$ cat config.mk
export PLATFORM = sky130hd
export DESIGN_NAME = alu_arbiter
export DESIGN_NICKNAME = d
export VERILOG_FILES = /design/src/rtl/alu_arb_pkg.sv /design/src/rtl/alu_arbiter_alu.sv /design/src/rtl/alu_arbiter.sv
export SDC_FILE = /design/constraint.sdc
export NUM_CORES = 1
export LEC_CHECK = 0
export ABC_AREA = 1
export ABC_CLOCK_PERIOD_IN_PS = 6500
export CORE_MARGIN = 8
export CORE_UTILIZATION = 56
export DETAILED_ROUTE_END_ITERATION = 10
export GPL_TIMING_DRIVEN = 0
export PLACE_DENSITY = 0.85
export SYNTH_ARGS = -nofsm -noshare
export SYNTH_HDL_FRONTEND = slang
export SYNTH_SLANG_ARGS = --single-unit
$ cat constraint.sdc
create_clock -name clk -period 6.5 [get_ports clk]
set_input_delay 1.3 -clock clk [delete_from_list [all_inputs] [get_ports clk]]
set_output_delay 1.3 -clock clk [all_outputs]
set_load 0.01 [all_outputs]
$ cat src/rtl/alu_arb_pkg.sv
// Shared types for the two-requester ALU arbiter: opcodes, FSM states and
// the round-robin winner selection.
package alu_arb_pkg;

  typedef enum logic [1:0] {
    OP_ADD = 2'b00,
    OP_SUB = 2'b01,
    OP_MUL = 2'b10,
    OP_DIV = 2'b11
  } op_e;

  typedef enum logic [1:0] {
    ST_IDLE = 2'b00,
    ST_EXEC = 2'b01,
    ST_RESP = 2'b10
  } state_e;

  // A lone requester always wins; the pointer only breaks ties.
  function automatic logic pick_winner(input logic [1:0] valid, input logic ptr);
    return (valid == 2'b11) ? ptr : valid[1];
  endfunction

endpackage

$ cat src/rtl/alu_arbiter_alu.sv
// Combinational 4-bit ALU; results are the plain 4-bit modulo values.
module alu_arbiter_alu
  import alu_arb_pkg::*;
(
  output logic [3:0] C,
  input  logic [3:0] A,
  input  logic [3:0] B,
  input  logic [1:0] Op
);

  always_comb begin
    C = 4'd0;
    case (Op)
      OP_ADD: C = A + B;
      OP_SUB: C = A - B;
      OP_MUL: C = A * B;
      OP_DIV: C = (B == 4'd0) ? 4'd0 : A / B;
      default: C = 4'd0;
    endcase
  end

endmodule

$ cat src/rtl/alu_arbiter.sv
// Round-robin arbiter that serves two requesters through one shared ALU,
// one operation at a time, with a registered valid/ready response.
//
//   state   | meaning
//   IDLE    | waiting for a request; grant and latch operands in the same cycle
//   EXEC    | latched operands drive the ALU; result is registered
//   RESP    | response presented until the consumer accepts it
module alu_arbiter
  import alu_arb_pkg::*;
#(
  parameter logic [3:0] DIV0_RESULT = 4'hF,
  parameter int         CNT_W       = 8
) (
  input  logic             clk,
  input  logic             rst_n,
  input  logic [1:0]       req_valid,
  output logic [1:0]       req_ready,
  input  logic [3:0]       req_a0,
  input  logic [3:0]       req_b0,
  input  logic [3:0]       req_a1,
  input  logic [3:0]       req_b1,
  input  logic [1:0]       req_op0,
  input  logic [1:0]       req_op1,
  output logic             rsp_valid,
  input  logic             rsp_ready,
  output logic             rsp_id,
  output logic [3:0]       rsp_c,
  output logic             rsp_div0,
  output logic [CNT_W-1:0] op_count
);

  state_e           state_q;
  logic             ptr_q;
  logic             owner_q;
  logic [3:0]       a_q, b_q;
  op_e              op_q;
  logic             rsp_valid_q;
  logic [3:0]       rsp_c_q;
  logic             rsp_div0_q;
  logic [CNT_W-1:0] op_count_q;

  logic             winner;
  logic             grant;
  logic [3:0]       a_d, b_d;
  op_e              op_d;
  logic [3:0]       alu_c;
  logic             div0;
  logic [3:0]       rsp_c_d;
  logic [CNT_W-1:0] op_count_d;

  // rst_n gates the grant so no requester sees ready while reset is held.
  assign winner    = pick_winner(req_valid, ptr_q);
  assign grant     = rst_n && (state_q == ST_IDLE) && (req_valid != 2'b00);
  assign req_ready = grant ? (winner ? 2'b10 : 2'b01) : 2'b00;

  assign a_d  = winner ? req_a1 : req_a0;
  assign b_d  = winner ? req_b1 : req_b0;
  assign op_d = op_e'(winner ? req_op1 : req_op0);

  alu_arbiter_alu u_alu (
    .C  (alu_c),
    .A  (a_q),
    .B  (b_q),
    .Op (op_q)
  );

  assign div0       = (op_q == OP_DIV) && (b_q == 4'd0);
  assign rsp_c_d    = div0 ? DIV0_RESULT : alu_c;
  assign op_count_d = op_count_q + CNT_W'(1);

  always_ff @(posedge clk or negedge rst_n) begin
    if (!rst_n) begin
      state_q     <= ST_IDLE;
      ptr_q       <= 1'b0;
      owner_q     <= 1'b0;
      a_q         <= 4'd0;
      b_q         <= 4'd0;
      op_q        <= OP_ADD;
      rsp_valid_q <= 1'b0;
      rsp_c_q     <= 4'd0;
      rsp_div0_q  <= 1'b0;
      op_count_q  <= '0;
    end else begin
      case (state_q)
        ST_IDLE: begin
          if (grant) begin
            owner_q <= winner;
            a_q     <= a_d;
            b_q     <= b_d;
            op_q    <= op_d;
            state_q <= ST_EXEC;
          end
        end
        ST_EXEC: begin
          rsp_c_q     <= rsp_c_d;
          rsp_div0_q  <= div0;
          rsp_valid_q <= 1'b1;
          state_q     <= ST_RESP;
        end
        ST_RESP: begin
          if (rsp_ready) begin
            rsp_valid_q <= 1'b0;
            op_count_q  <= op_count_d;
            ptr_q       <= ~owner_q;
            state_q     <= ST_IDLE;
          end
        end
        default: state_q <= ST_IDLE;
      endcase
    end
  end

  assign rsp_valid = rsp_valid_q;
  assign rsp_id    = owner_q;
  assign rsp_c     = rsp_c_q;
  assign rsp_div0  = rsp_div0_q;
  assign op_count  = op_count_q;

endmodule
=== Word level (Yosys, flattened, before mapping) ===
Index checks and enable logic that the tools add are counted.

* $add $sub $neg: 3
* Multiply operators: 1
* Divide/modulo/power cells: 1
* Eq/ne operators: 8
* Mux-type cells: 14
* Bitwise gates (word level): 1
* Reductions and logical operators: 12

{| class="wikitable"
|+ Operators by type and width
! operator !! number
|-
| 4-bit two-way mux || 4
|-
| 4-bit case mux with 4 select lines || 1
|-
| 2-bit two-way mux || 5
|-
| 8-bit by 1-bit adder with 8-bit output (second input constant) || 1
|-
| 2-bit equality test (second input constant) || 4
|-
| 2-bit AND reduction || 4
|-
| 2-bit case mux with 3 select lines || 1
|-
| 4-bit adder || 1
|-
| 4-bit by 4-bit divider with 4-bit output || 1
|-
| 2-bit by 1-bit equality test with 1-bit output (second input constant) || 2
|-
| 2-bit logical NOT || 2
|-
| 4-bit logical NOT || 1
|-
| 4-bit by 4-bit multiplier with 4-bit output || 1
|-
| 2-bit inequality test (second input constant) || 2
|-
| 2-bit nonzero test || 2
|-
| 4-bit subtractor || 1
|-
| 1-bit logical AND || 3
|-
| 1-bit two-way mux || 2
|-
| 1-bit case mux with 2 select lines || 1
|-
| 1-bit NOT || 1
|}

* Register bits: 28
* Bits of input ports: 25
* Output and inout port bits: 17

=== Logic depth before layout (Yosys ltp) ===
Gate-level depths: netlist (run 1).

* Depth in word-level cells: 5
* Gate-level depth with buffers: 24
* Gate-level depth less buffers: 24

=== Modules after synthesis ===
Synthesis (run 1) repeated with hierarchy kept, for this count alone.

* Cells, all modules: 323
* Area total of the unflattened synthesis: 2,243.4 um^2

{| class="wikitable"
|+ Modules (own cells, without submodules)
! module !! instances !! cells each !! area each (um^2)
|-
| alu_arbiter || 1 || 168 || 1,340.0
|-
| alu_arbiter_alu || 1 || 155 || 903.4
|}

=== Least setup slack after synthesis (run 1) ===
Ideal clock, no wire load.

* Path type: reg-to-reg
* Start: reg b_q[0]
* End: reg rsp_c_q[0], in the netlist rsp_c[0]
* Setup time: 129 ps
* Arrival time: 3,587 ps
* Slack: 2,784 ps
* Stages on the path, launching flop included: 25
* Clock period less this slack: 3,716 ps
* Cells stage by stage: dfrtp_1 inv_1 ha_1 nor2_1 nor2_1 nand2_1 nand2_1 o21ai_2 ha_1 nand2_1 a21oi_2 nor2_1 a21oi_1 ha_1 a21oi_1 nand2_1 a21o_1 nand2_1 nand2_1 o21ai_0 ha_1 a21oi_1 o21ai_0 o21ai_0 a21oi_1

* Word-level cells in the longest chain between the ends: 4

{| class="wikitable"
|+ RTL lines
! element !! RTL line !! source
|-
| from (decl) || alu_arbiter.sv:35 || <nowiki>logic [3:0] a_q, b_q;</nowiki>
|-
| from (signal assigned) || alu_arbiter.sv:77 || <nowiki>b_q <= 4'd0;</nowiki>
|-
| from (signal assigned) || alu_arbiter.sv:89 || <nowiki>b_q <= b_d;</nowiki>
|-
| 4-bit by 4-bit divider with 4-bit output or 4-bit logical NOT (tied branches) || alu_arbiter_alu.sv:17, alu_arbiter.sv:67 ||
|-
| 4-bit two-way mux || alu_arbiter_alu.sv:17 || <nowiki>OP_DIV: C = (B == 4'd0) ? 4'd0 : A / B;</nowiki>
|-
| 4-bit case mux with 4 select lines || alu_arbiter_alu.sv:13 || <nowiki>case (Op)</nowiki>
|-
| 4-bit two-way mux (*) || alu_arbiter.sv:68 || <nowiki>assign rsp_c_d = div0 ? DIV0_RESULT : alu_c;</nowiki>
|-
| to (signal assigned) || alu_arbiter.sv:95 || <nowiki>rsp_c_q <= rsp_c_d;</nowiki>
|-
| to (decl) || alu_arbiter.sv:38 || <nowiki>logic [3:0] rsp_c_q;</nowiki>
|}

Mark *: on every way between the ends. The rest lies on a longest branch, timed or not.
A chain may end at the register's enable or synchronous reset.

=== Worst setup path after layout (run 1) ===
* Start: in rst_n
* End: out req_ready[1]

* Word-level cells in the longest chain between the ends: 3

{| class="wikitable"
|+ RTL lines
! element !! RTL line !! source
|-
| from (decl) || alu_arbiter.sv:15 || <nowiki>input logic rst_n,</nowiki>
|-
| 1-bit logical AND (2 in a row) || alu_arbiter.sv:53 || <nowiki>assign grant = rst_n && (state_q == ST_IDLE) && (req_valid != 2'b00);</nowiki>
|-
| 2-bit two-way mux || alu_arbiter.sv:54 || <nowiki>assign req_ready = grant ? (winner ? 2'b10 : 2'b01) : 2'b00;</nowiki>
|-
| to (decl) || alu_arbiter.sv:17 || <nowiki>output logic [1:0] req_ready,</nowiki>
|}

No other way between the ends.

==> results of run 1 <==
-- worst register-to-register path: cells and delay by family (launching register included) --
kind | cells | cell delay, ns
AOI/OAI and AO/OA | 11 | 1.54
and+or+nand+nor | 8 | 0.81
adders and majority gates | 4 | 1.26
buffers and inverters | 1 | 0.20
DFF | 1 | 0.50
-- logic make-up after synthesis --
logic type,count (synthesis),share of synthesized area (%)
AO/OA/AOI/OAI,35,12.0
XOR/XNOR,11,4.48
adder cells (fa/ha/maj),24,14.3
buffers and inverters,41,8.72
flip-flops,28,32.6
multiplexers,1,0.523
AND/OR/NAND/NOR,126,27.4
-- where the power goes --
part / internal, W / switching (W) / total [W]
clock network: 0.0000825 / 0.0000530 / 0.000135
logic: 0.000413 / 0.000510 / 0.000922
registers: 0.000244 / 0.0000844 / 0.000328
-- layout make-up --
type	instances	area (sq um)	area share (%)
multi-input combinational	197	1260	46.9
sequential	28	701	26.0
timing repair buffer	41	410	15.2
inverter	38	145	5.39
tap	48	60.1	2.23
buffer	3	42.5	1.58
clock buffer	3	41.3	1.53
clock inverter	1	30.0	1.11
-- metal layers --
| layer | part of all wire (%) | vias to the layer above | global-route usage [%] |
|---|---|---|---|
| met3 | 5.0 | 9 | 3.80 |
| met2 | 48 | 47 | 27.3 |
| met4 | 1.6 | 0 | 5.37 |
| met5 | 0 | - | 0 |
| li1 | - | 940 | - |
| met1 | 46 | 841 | 19.0 |
-- flip-flops by register name, summed over array words and instances, names as in the netlist --
signal	flops
rsp_div0	1
rsp_c	4
op_count	8
op_q	2
rsp_valid	1
b_q	4
ptr_q	1
state_q	2
rsp_id	1
a_q	4
-- layout by cell type (no fill, tap or decap), types with 5 or more instances in the layout --
cell type,instances
nand3_1,9
nor2_2,5
clkdlybuf4s50_1,41
nand2_2,10
a21oi_1,10
inv_1,35
o21ai_0,8
o211ai_2,7
nor2_1,24
dfrtp_1,28
nand2_1,68
ha_1,23
xor2_1,9
-- worst min-delay path by stage --
stage          cells past startpoint          end  slack [ns]
4_1_cts                            1  op_count[7]        0.48
5_1_grt                            1  op_count[7]        0.52
2_1_floorplan                      2        ptr_q        0.45
6_report                           1  op_count[7]        0.48
3_3_place_gp                       1  op_count[7]        0.46
3_5_place_dp                       1  op_count[7]        0.46
-- metrics by stage --
stage / power, W / setup slack [ns] / std cells / util (%) / instance area [sq um]
floorplan: 0.00100 / 2.78 / 266 / - / 2150
global placement: 0.00122 / 1.13 / 355 / 71.1 / 2620
detailed placement: 0.00125 / 1.11 / 355 / 71.1 / 2620
CTS: 0.00139 / 1.10 / 359 / 73.0 / 2690
global route: 0.00154 / 0.919 / 359 / 73.0 / 2690
finish: 0.00139 / 1.21 / 359 / 73.0 / 2690
==> results.cfg, run 1 <==
[outcome]
status = complete, no violations

[detailed_routing]
first_iter_violations = 111
drc = 0
vias_per_cell = 5.12
dr.pass1.iters = 4
wirelength_um = 4520
wl_per_cell_um = 12.6
num_vias = 1837
drtAntennaViolNets = 0

[global_routing]
grt_usage_pct = 15.9
grt_max_degree = 30
grt_pass1_vias = 1903
grt_pass1_wl_um = 8240
grt-ovfl-total = 0
antenna_found_initial = 0

[logic_synthesis]
synth_top_cell_by_area = dfrtp_1
async_reset_ff_share_pct = 100
syn_area_per_cell_sq_um = 8.09
syn_inst = 266
synth_nets = 315
yosys_warnings = 0
ys_seq_area_share_pct = 32.6
yosys.cell_types.count = 34
synth_seq_cells = 28
netlist.area_leader.share_pct = 32.6
synth_area_leaders = dfrtp_1 33%, ha_1 13%, nand2_1 12%
ys.flop_type = dfrtp_1
synth_most_common_cell = nand2_1
netlist_area_sq_mm = 0.00215
synthTopCellsByCount = 68 x nand2_1, 35 x inv_1, 28 x dfrtp_1
synth_edf_count = 0

[floorplan]
coreArea_sq_mm = 0.00369
ios = 42
die_w_um = 78.0
initial_core_util_pct = 58.3
die_area_sq_mm = 0.00608
fp-row-count = 22
die_h_um = 78.0

[pwr]
powerDensity_mw_per_mm2 = 515
ir_drop_uv = 273
p_leak_nw = 1.38

[setup_path]
timing.rr.start = b_q[0]
max_stage_delay_ns = 1.29
cpLargestDelayFamily = buffers and inverters
cp_max_fo = 29
critPathKind = input port to output port
cp-start-kind = input port
rr_worst_depth = 24
worstPathRequired_ns = 5.20
critPathSlowestCell = clkdlybuf4s50_1
cp.arrival_ns = 3.99
endpoint_kind = output port
cp_cell_sequence = clkdlybuf4s50_1 -> inv_1 -> nor3_2 -> o21a_2 -> buf_8 -> nand2_4 -> inv_4 -> buf_12 -> clkdlybuf4s50_1
worstReg2RegEnd = rsp_c[0]
crit_start = rst_n
cp_num_cells = 9
rrSetupSlack_ns = 2.08
critPathBufInv = 6
worstSetupEndpoint = req_ready[1]
crit_top_cell = clkdlybuf4s50_1

[place]
io_buffers = 41
dp_hpwl_um = 3690
gp_congestion = 0.896

[sta]
hold_slack_ns = 0.477
finalHoldViolCount = 0
setup_viol = 0
worstMarginPinSlew_ns = 1.23
layout_min_cycle_time_ns = 5.29
slew_headroom_pct = 17.4
fin_crit_sh_pct = 81.4
clock_skew_ns = 0.00819
max_freq_ghz = 0.189
rsz0062_at_grt = no
drv_slew = 0
fin_setup_tns_ns = 0

[worst_hold_path]
hold_class = register to register
min_from = op_count[7]

[clocking]
clock-sinks = 28
cts_resized = 0
cts-root-buf = clkbuf_8
path_clk_slew_ns = 0.10
cts-hold-fix-buffers = 0
cts_tree = built
postCtsSetupBuffers = 0
cts-htree-levels = 1
cts_made_buffers = 3
clock_latency_ns = 0.27
cts_buffer_depth = 2

[final_layout]
fillCellCount = 282
syn2layout_area_growth_pct = 25.2
drive_gt1_share_pct = 14.8
n_antenna_cell = 0
num-nets-final = 361

[job]
maxCapViolCount = 0
(Power assumes the default switching activity.)
==> inputs of run 2 (changes only) <==
- ABC_CLOCK_PERIOD_IN_PS: 6500 -> 4800
- CORE_UTILIZATION: 56 -> 47
- PLACE_DENSITY: 0.85 -> 0.76
- clock period: 6.5 -> 4.8 ns (I/O delays scaled with it)
==> run 2 against run 1 <==
Register-to-register slack got worse by 1.7 ns; global-route usage fell by 2.5 points; clock power up 35%; critical path depth rose by 15; worst setup slack worse by 0.86 ns; die area up 15%; routed wire length fell by 1.2%; non-clock buffer count is the same; combinational power up 36%; critical endpoint is now rsp_c[0]; largest power group unchanged.
==> results.cfg, run 2 (synthesis results as in run 1) <==
[floorplan]
die_h_um = 83.7
coreArea_sq_mm = 0.00438
die_area_sq_mm = 0.00700
die_w_um = 83.7
ios = 42
initial_core_util_pct = 49.1
fp-row-count = 24

[final_layout]
seq_area_sq_um = 701
syn2layout_area_growth_pct = 25.2
layout_common_cells = 68 x nand2_1, 40 x clkdlybuf4s50_1, 35 x inv_1
drive_gt1_share_pct = 15.1
largest_register_ff_count = 8
fillCellCount = 389
n_antenna_cell = 0
multi_input_area_sq_mm = 0.00126
mostFrequentLayoutCell = nand2_1
num-nets-final = 361

[setup_path]
cp.arrival_ns = 4.61
critPathSlowestCell = dfrtp_1
rr_worst_depth = 24
rrSetupSlack_ns = 0.35
max_stage_delay_ns = 0.51
cp-start-kind = register
worstPathRequired_ns = 4.96
worstReg2RegEnd = rsp_c[0]
cp_max_fo = 7
cp_cell_sequence = inv_1 -> ha_1 -> nor2_1 -> nor2_1 -> nand2_1 -> nand2_1 -> o21ai_2 -> ha_1 -> a21oi_1 -> a21oi_2 -> nor2_1 -> a21oi_1 -> ha_1 -> a21oi_1 -> nand2_1 -> a21o_1 -> nand2_1 -> nand2_1 -> o21ai_0 -> ha_1 -> a21oi_1 -> o21ai_0 -> o21ai_0 -> a21oi_1
endpoint_kind = register
timing.rr.start = b_q[0]
critPathBufInv = 1
cpLargestDelayFamily = compound AO/OA/AOI/OAI gates
critPathKind = register to register

[sta]
max_freq_ghz = 0.225
layout_min_cycle_time_ns = 4.45
setup_viol = 0
drv_slew = 0
fin_setup_tns_ns = 0
clock_skew_ns = 0.00661
fin_crit_sh_pct = 92.7
hold_slack_ns = 0.480
rsz0062_at_grt = no
finalHoldViolCount = 0
slew_headroom_pct = 59.8
worstMarginPinSlew_ns = 0.604

[pwr]
pwr-share-comb_pct = 66.6
intPower_w = 0.00100
pwr-share-clk_pct = 9.7
p_leak_nw = 1.38
switchingPower_w = 0.000872
pwr-share-seq_pct = 23.7
switching_share_pct = 46.6
powerDensity_mw_per_mm2 = 695
ir_drop_uv = 400

[outcome]
status = complete, no violations

[global_routing]
grt_pass1_wl_um = 8140
grt_pass1_vias = 1792
antenna_found_initial = 0
grt_max_degree = 30
grt_usage_pct = 13.5
grt-ovfl-total = 0

[worst_hold_path]
min_from = op_count[7]
holdPathStages = 1
hold_class = register to register
holdPathEnd = op_count[7]

[clocking]
postCtsSetupBuffers = 0
clock-sinks = 28
cts_made_buffers = 3
cts-htree-levels = 1
path_clk_slew_ns = 0.10
cts_tree = built
clock_latency_ns = 0.27
cts-root-buf = clkbuf_8
cts_resized = 0
cts-hold-fix-buffers = 0
cts_buffer_depth = 2

[detailed_routing]
vias_per_cell = 4.90
num_vias = 1777
drc = 0
dr.pass1.iters = 4
wirelength_um = 4470
drtAntennaViolNets = 0
first_iter_violations = 128
wl_per_cell_um = 12.3

[place]
dp_hpwl_um = 3720
gp_congestion = 0.864
io_buffers = 41

[job]
maxCapViolCount = 0
## run 2: cell type report
cell class	count	area share, %
clock buffer	3	1.53
multi-input combinational	197	46.9
clock inverter	1	1.11
buffer	3	1.58
tap	52	2.42
sequential	28	26.0
timing repair buffer	41	15.0
inverter	38	5.39
## run 2: layer usage
| layer | vias up | track usage, % | share of wire, % |
|---|---|---|---|
| li1 | 939 | - | - |
| met1 | 796 | 17.1 | 45 |
| met2 | 40 | 22.5 | 47 |
| met3 | 2 | 2.64 | 6.6 |
| met4 | 0 | 3.30 | 0.78 |
| met5 | - | 0 | 0 |
## run 2: power by group through the flow
stage | clock network (W) | logic [W] | registers [W]
finish | 0.000182 | 0.00125 | 0.000443
global route | 0.000200 | 0.00142 | 0.000461
CTS | 0.000186 | 0.00125 | 0.000446
detailed placement | 0 | 0.00125 | 0.000449
global placement | 0 | 0.00122 | 0.000447
floorplan | 0 | 0.000910 | 0.000444
## run 2: worst max path at each step
stage / slack (ns) / startpoint / to / cells past startpoint
6_report: 0.35 / b_q[0] / rsp_c[0] / 24
5_1_grt: 0.003 / b_q[0] / rsp_c[0] / 24
4_1_cts: 0.03 / rst_n / req_ready[1] / 9
3_5_place_dp: 0.04 / rst_n / req_ready[1] / 9
3_3_place_gp: 0.07 / rst_n / req_ready[1] / 9
2_1_floorplan: 1.08 / b_q[0] / rsp_c[0] / 24
## run 2: metrics by stage
step	utilization (%)	cells	total power, W	setup WS (ns)	area (sq um)
6_report	61.4	363	0.00187	0.349	2690
5_1_grt	61.4	363	0.00209	0.00317	2690
4_1_cts	61.6	363	0.00189	0.0349	2700
3_5_place_dp	59.9	359	0.00169	0.0353	2630
3_3_place_gp	59.9	359	0.00166	0.0685	2630
2_1_floorplan	-	266	0.00135	1.08	2150
==> inputs of run 3 (changes only) <==
- ABC_CLOCK_PERIOD_IN_PS: 4800 -> unset
==> results of run 3 <==
The final DEF is identical to that of run 2; final timing and power are the same.
